## src/rtl/wptr_full_ctrl_if.sv

```systemverilog
// Write-side FIFO control bundle.
// master: writer client / read-domain side (drives w_en, rptr, ovf_clr).
// slave : wptr_full_ctrl (drives memory write port, Gray write pointer and flags).
//   w_en         write request from the client
//   rptr         Gray read pointer from the read domain (asynchronous to wclk)
//   ovf_clr      clears the sticky overflow flag
//   waddr        binary memory write address
//   wmem_en      memory write strobe
//   wptr         registered Gray write pointer
//   wfull        registered full flag
//   walmost_full registered, fill level >= AF_LEVEL
//   wlevel       registered fill level, 0..2^ADDR_SIZE
//   wovf         sticky overflow error
interface wptr_full_ctrl_if #(
   parameter int unsigned ADDR_SIZE = 6
);
   logic                 w_en;
   logic [ADDR_SIZE:0]   rptr;
   logic                 ovf_clr;
   logic [ADDR_SIZE-1:0] waddr;
   logic                 wmem_en;
   logic [ADDR_SIZE:0]   wptr;
   logic                 wfull;
   logic                 walmost_full;
   logic [ADDR_SIZE:0]   wlevel;
   logic                 wovf;

   modport master (
      output w_en, rptr, ovf_clr,
      input  waddr, wmem_en, wptr, wfull, walmost_full, wlevel, wovf
   );

   modport slave (
      input  w_en, rptr, ovf_clr,
      output waddr, wmem_en, wptr, wfull, walmost_full, wlevel, wovf
   );
endinterface

```

## src/rtl/wptr_full_ctrl.sv

```systemverilog
// Write-domain control for a dual-clock FIFO.
// Holds the binary write address and Gray write pointer, synchronizes the Gray
// read pointer into wclk, and produces registered full / almost-full / level
// flags plus a sticky overflow error.
//   wclk  write-domain clock (rising edge)
//   wrst  synchronous active-high reset
//   bus   wptr_full_ctrl_if slave modport (client, memory and read-pointer signals)
module wptr_full_ctrl #(
   parameter int unsigned ADDR_SIZE   = 6,
   parameter int unsigned SYNC_STAGES = 2,
   parameter int unsigned AF_LEVEL    = (1 << ADDR_SIZE) - 4
) (
   input logic             wclk,
   input logic             wrst,
   wptr_full_ctrl_if.slave bus
);

   localparam int unsigned PW = ADDR_SIZE + 1;
   localparam logic [PW-1:0] AfLevel = PW'(AF_LEVEL);

   logic [PW-1:0] wbin_q, wbin_d;
   logic [PW-1:0] wptr_q, wgray_d;
   logic [PW-1:0] sync_q [SYNC_STAGES];
   logic [PW-1:0] syn_rptr, syn_rbin, level_d;
   logic [PW-1:0] wlevel_q;
   logic          wfull_q, wfull_d;
   logic          waf_q, waf_d;
   logic          wovf_q, wovf_d;
   logic          winc;

   assign syn_rptr = sync_q[SYNC_STAGES-1];

   always_comb begin
      winc    = bus.w_en & ~wfull_q;
      wbin_d  = wbin_q + PW'(winc);
      wgray_d = (wbin_d >> 1) ^ wbin_d;

      // Each binary bit is the XOR of all Gray bits at or above it.
      syn_rbin = '0;
      for (int i = 0; i < int'(PW); i++) begin
         syn_rbin[i] = ^(syn_rptr >> i);
      end

      level_d = wbin_d - syn_rbin;
      waf_d   = (level_d >= AfLevel);

      // Full when the write pointer leads the read pointer by exactly one lap:
      // in Gray form the two MSBs differ and the rest match.
      wfull_d = (wgray_d == {~syn_rptr[PW-1:PW-2], syn_rptr[PW-3:0]});

      // Set has priority over clear.
      wovf_d = (bus.w_en & wfull_q) | (wovf_q & ~bus.ovf_clr);
   end

   always_ff @(posedge wclk) begin
      if (wrst) begin
         for (int i = 0; i < int'(SYNC_STAGES); i++) begin
            sync_q[i] <= '0;
         end
      end else begin
         sync_q[0] <= bus.rptr;
         for (int i = 1; i < int'(SYNC_STAGES); i++) begin
            sync_q[i] <= sync_q[i-1];
         end
      end
   end

   always_ff @(posedge wclk) begin
      if (wrst) begin
         wbin_q   <= '0;
         wptr_q   <= '0;
         wfull_q  <= 1'b0;
         waf_q    <= 1'b0;
         wlevel_q <= '0;
         wovf_q   <= 1'b0;
      end else begin
         wbin_q   <= wbin_d;
         wptr_q   <= wgray_d;
         wfull_q  <= wfull_d;
         waf_q    <= waf_d;
         wlevel_q <= level_d;
         wovf_q   <= wovf_d;
      end
   end

   assign bus.waddr        = wbin_q[ADDR_SIZE-1:0];
   assign bus.wmem_en      = winc;
   assign bus.wptr         = wptr_q;
   assign bus.wfull        = wfull_q;
   assign bus.walmost_full = waf_q;
   assign bus.wlevel       = wlevel_q;
   assign bus.wovf         = wovf_q;

endmodule
```

## src/flat_wrapper.sv

```systemverilog
// flat-port wrapper written by rule: the top's interface ports become plain ports
module wptr_full_ctrl_flat 
#(
   parameter int unsigned ADDR_SIZE   = 6,
   parameter int unsigned SYNC_STAGES = 2,
   parameter int unsigned AF_LEVEL    = (1 << ADDR_SIZE) - 4
)
  (wclk, wrst, bus_w_en, bus_rptr, bus_ovf_clr, bus_waddr, bus_wmem_en, bus_wptr, bus_wfull, bus_walmost_full, bus_wlevel, bus_wovf);
  wptr_full_ctrl_if #(.ADDR_SIZE(ADDR_SIZE)) bus_i ();
  input logic wclk;
  input logic wrst;
  input wire logic [$bits(bus_i.w_en)-1:0] bus_w_en;
  input wire logic [$bits(bus_i.rptr)-1:0] bus_rptr;
  input wire logic [$bits(bus_i.ovf_clr)-1:0] bus_ovf_clr;
  output wire logic [$bits(bus_i.waddr)-1:0] bus_waddr;
  output wire logic [$bits(bus_i.wmem_en)-1:0] bus_wmem_en;
  output wire logic [$bits(bus_i.wptr)-1:0] bus_wptr;
  output wire logic [$bits(bus_i.wfull)-1:0] bus_wfull;
  output wire logic [$bits(bus_i.walmost_full)-1:0] bus_walmost_full;
  output wire logic [$bits(bus_i.wlevel)-1:0] bus_wlevel;
  output wire logic [$bits(bus_i.wovf)-1:0] bus_wovf;
  assign bus_i.w_en = bus_w_en;
  assign bus_i.rptr = bus_rptr;
  assign bus_i.ovf_clr = bus_ovf_clr;
  assign bus_waddr = bus_i.waddr;
  assign bus_wmem_en = bus_i.wmem_en;
  assign bus_wptr = bus_i.wptr;
  assign bus_wfull = bus_i.wfull;
  assign bus_walmost_full = bus_i.walmost_full;
  assign bus_wlevel = bus_i.wlevel;
  assign bus_wovf = bus_i.wovf;
  wptr_full_ctrl #(.ADDR_SIZE(ADDR_SIZE), .SYNC_STAGES(SYNC_STAGES), .AF_LEVEL(AF_LEVEL)) u_core (.wclk(wclk), .wrst(wrst), .bus(bus_i));
endmodule
```

## config.mk

```make
export PLATFORM = sky130hd
export DESIGN_NAME = wptr_full_ctrl_flat
export DESIGN_NICKNAME = d
export VERILOG_FILES = /design/src/rtl/wptr_full_ctrl_if.sv /design/src/rtl/wptr_full_ctrl.sv /design/src/flat_wrapper.sv
export SDC_FILE = /design/constraint.sdc
export NUM_CORES = 1
export LEC_CHECK = 0
export BUFFER_PORTS_ARGS = -buffer_cell sky130_fd_sc_hd__buf_2
export CORE_MARGIN = 3
export CORE_UTILIZATION = 40
export DETAILED_ROUTE_END_ITERATION = 10
export HOLD_SLACK_MARGIN = 0.05
export SLEW_MARGIN = 20
export SYNTH_ARGS = -nofsm -noshare
export SYNTH_HDL_FRONTEND = slang
export SYNTH_SLANG_ARGS = --single-unit
```

## constraint.sdc

```tcl
create_clock -name wclk -period 3.1 [get_ports wclk]
set_clock_uncertainty 0.2 [all_clocks]
set_input_delay 0.62 -clock wclk [delete_from_list [all_inputs] [get_ports wclk]]
set_output_delay 0.62 -clock wclk [all_outputs]
set_load 0.005 [all_outputs]
```

; Word level (Yosys, flattened, before mapping)
; Memory sizes are Yosys's and may differ from the RTL's.
; Cells that the tools add are included.
[word_totals]
n_memories = 1
register_bits = 24
inputBits = 11
ramBits = 14
out_inout_bits = 24
[memory_table]
columns = memory, depth, word_bits, rd, rd_ports_with_merged_regs, write_ports, line
row1 = u_core.sync_q, 2, 7, 2, 0, 2, wptr_full_ctrl.sv:23  ; logic [PW-1:0] sync_q [SYNC_STAGES];
[op_classes]
mux = 5
reduce_logical = 7
eq_ne = 1
add_sub_neg = 2
order_cmp = 1
n_bitwise = 10
[ops]
columns = op, n
row1 = 7-bit parity, 7
row2 = 7-bit 2-to-1 mux, 2
row3 = 7-bit by 1-bit adder with 7-bit output, 1
row4 = 7-bit equality test, 1
row5 = 7-bit by 6-bit greater-or-equal comparator with 1-bit output (second input constant), 1
row6 = 7-bit subtractor, 1
row7 = 6-bit by 7-bit bitwise XOR with 7-bit output, 1
row8 = 1-bit AND, 3
row9 = 1-bit 2-to-1 mux, 3
row10 = 1-bit OR, 3
row11 = 1-bit inverter, 2
row12 = 2-bit inverter, 1

; Depth between registers and ports, before layout
[depth]
depth_word = 5
ltp_mapped = 14
ltp_nobuf = 14

; Worst setup path before layout
; OpenSTA, ideal clock, no wires.
[synth_path]
path_kind = register to register
from = memory u_core.sync_q[0][13] in the netlist's numbering
to = register u_core.waf_q (netlist: u_core.bus.walmost_full)
setup_slack_ps = 6
path_stages_with_launch = 15
path_buffers = 0
arrival_ps = 2763
path_cell_list = dfxtp_1 > xnor2_2 > xor2_2 > xor2_1 > xor2_1 > xnor2_1 > xor2_1 > ha_1 > fa_1 > nor2b_1 > o21ai_0 > nand2b_1 > a31oi_1 > xor2_1 > o22ai_1
[synth_rtl]
columns = item, line
row1 = start: declaration, wptr_full_ctrl.sv:23
row2 = end signal: assignment, wptr_full_ctrl.sv:80  ; waf_q <= waf_d;
row3 = end: declaration, wptr_full_ctrl.sv:27  ; logic waf_q, waf_d;

==> impl_metrics.ini <==
[placement]
gp_congestion = 0.891
dp.cells = 245
hpwl_mm = 2.13
io_buffer_count = 34

[die]
core_area_um2 = 3720
die_h_um = 68.4
start_util = 0.420
die_w_um = 68.4
dieArea_um2 = 4680
rows = 22
io_pins = 35

[cells_and_area]
finalNonFillerCells = 259
final_common_cell = dfxtp_1
mostFrequentLayoutCells = dfxtp_1, buf_2, nor2b_1
antenna_cells = 0
area_delta_synth_final_pct = 32.5
nets = 230
drive_above_1_share = 0.370

[detailed_routing]
wl_mm = 2.95
ant_nets = 0
first_iter_violations = 36
drc_errors = 0
dr.pass1.iters = 4
wl_per_cell_um = 11.4
viasPerCell = 4.54
via_count = 1176

[sta]
min_period_ns = 3.15
hold_viol = 0
slew_violations = 0
tightest_slew_ns = 0.620
worst_slack_ns = -0.0523
fin_crit_sh = 1.02
relSlewSlack = 0.587
final-setup-viol-count = 2
hold_ws_ns = 0.239
max_freq_mhz = 317
rsz0062_at_grt = true

[clock_network]
cts_tree = done
hold_buffers = 0
cts_buffers = 5
clockBufferDepth = 2
insertion_delay_ns = 0.28
root_buffer = clkbuf_8
clkTransAtPathRegs_ns = 0.07
cts_max_level = 2
cts.sinks = 37

[global_route]
overflow = 0
grt_max_degree = 38
grt_pass1_wl_mm = 4.64
grt_pass1_vias = 1146
grt.total_usage = 0.137
antenna_found_initial = 0

[setup_path]
worst_path_largest_cell_delay_ns = 0.35
cp.arrival_ns = 3.10
crit_fanout = 2
critical_path.reg2reg.endpoint = u_core.bus.walmost_full
cp_data_required_time_ns = 3.04
r2r_start = u_core.sync_q[0][13]
reg2reg_slack_ns = -0.05
worst-setup-path-type = flop to flop
reg2reg_depth = 15
critPathLaunch = u_core.sync_q[0][13]
crit_chain = xnor2_4, xor2_2, xor2_2, xor2_2, xnor2_2, buf_4, buf_4, inv_1, ha_1, nor2b_1, o211ai_1, nand2_1, a21oi_2, xor2_1, o22ai_1
cp_slowest_cell = dfxtp_2
crit_top_cell = xor2_2
critPathCaptureType = flop
critPathTopFamily = XOR/XNOR gates
crit_buf_inv = 3
critPathLaunchType = flop

[synth]
synth.area.top_cells = dfxtp_1, nor2b_1, xor2_1
avgSynthCellArea_um2 = 10.1
async_flop_share = 0
synth_cells = 154
synth_top_flop_cell = dfxtp_1
syn_area_um2 = 1560
yosysWarnings = 0
synth_top_area_frac = 0.475
ys_ff_latch = 37
yosysUniqueCellTypes = 28
yosys.area.top_type = dfxtp_1
syn-num-nets = 174
ys_seq_area_frac = 0.475
synth_edf_count = 0

[power]
p_switching_mw = 0.293
p_int_mw = 0.859
peakVddDrop_uv = 342
seqPwrFrac = 0.461
p_per_area_nw_per_um2 = 558
p_clk_frac = 0.308
leakage_nw = 0.964
sw_frac_of_total = 0.254
combPwrFrac = 0.231

[worst_hold_path]
worstHoldEndpoint = u_core.sync_q[0][7]
hold_path.class = flop to flop
hp-start = u_core.sync_q[0][0]
hold_depth = 1

[outcome]
run_status = finished, violations left
failed_checks = negative setup slack

[flow_run]
drv_cap = 0
==> how the worst max path moves through the flow <==
| stage | slack, ns | cells past startpoint | endpoint |
|---|---|---|---|
| 2_1_floorplan | 0.006 | 14 | u_core.bus.walmost_full |
| 3_3_place_gp | -0.08 | 14 | u_core.bus.walmost_full |
| 3_5_place_dp | -0.18 | 14 | u_core.bus.walmost_full |
| 4_1_cts | -0.04 | 14 | u_core.bus.walmost_full |
| 5_1_grt | -0.27 | 14 | u_core.bus.walmost_full |
| 6_report | -0.05 | 15 | u_core.bus.walmost_full |
==> through the flow <==
stage / util / instance area [um2] / setup slack [ns] / TNS [ns] / power, mW
2_1_floorplan: - / 1560 / 0.00638 / 0 / 0.684
3_3_place_gp: 0.504 / 1870 / -0.0813 / -0.193 / 0.766
3_5_place_dp: 0.504 / 1870 / -0.184 / -0.575 / 0.771
4_1_cts: 0.544 / 2020 / -0.0383 / -0.0585 / 1.16
5_1_grt: 0.556 / 2070 / -0.268 / -1.02 / 1.22
6_report: 0.556 / 2070 / -0.0523 / -0.0529 / 1.15
==> routing by layer <==
metal	GRT usage	share of wire
met3	0.0509	0.060
met2	0.234	0.49
met1	0.147	0.44
met5	0	0
met4	0.0645	0.015
==> power groups by stage <==
stage / Sequential, mW / Clock, mW / Combinational (mW)
2_1_floorplan: 0.545 / 0 / 0.139
6_report: 0.531 / 0.354 / 0.266
5_1_grt: 0.535 / 0.388 / 0.300
3_5_place_dp: 0.541 / 0 / 0.231
4_1_cts: 0.531 / 0.370 / 0.259
3_3_place_gp: 0.539 / 0 / 0.227
==> sequential cells by signal, summed over array words and instances (netlist names) <==
| name | count |
|---|---|
| u_core.bus.wfull | 1 |
| u_core.bus.wptr | 7 |
| u_core.bus.walmost_full | 1 |
| u_core.wbin_q | 6 |
| u_core.bus.wovf | 1 |
| u_core.sync_q | 14 |
| u_core.bus.wlevel | 7 |
==> Yosys cell counts, types with 2 or more instances <==
library cell and number:
xnor2_1 12, nor2b_1 22, ha_1 8, nor2_1 16, xnor2_2 2, nand2_1 6, xor2_1 13, inv_1 6
nand3_1 4, o21ai_0 2, a31oi_1 2, dfxtp_1 37, clkbuf_1 3, nand2b_1 3, a21oi_1 5
==> kinds of logic after synthesis <==
kind of cell             share of synthesized area
adder cells (fa/ha/maj)                     0.0770
buffers and inverters                       0.0241
XOR/XNOR                                     0.172
multiplexers                               0.00722
AND/OR/NAND/NOR                              0.191
AO/OA/AOI/OAI                               0.0538
flip-flops                                   0.475
==> layout make-up <==
| class | count | area, um2 |
|---|---|---|
| multi-input cells | 107 | 826 |
| clock inverters | 1 | 5.00 |
| well taps | 48 | 60.1 |
| flip-flops and latches | 37 | 743 |
| repair buffers | 53 | 313 |
| inverters | 6 | 22.5 |
| clock buffers | 7 | 96.3 |
| fillers | 328 | 1650 |
==> repair_timing <==
item | 4_1_cts | 5_1_grt
setup endpoints to repair | 4 | 6
pin swaps | 12 | 7
setup buffers | 5 | 1
gates resized for setup | 6 | 5
(Power assumes the default switching activity.)
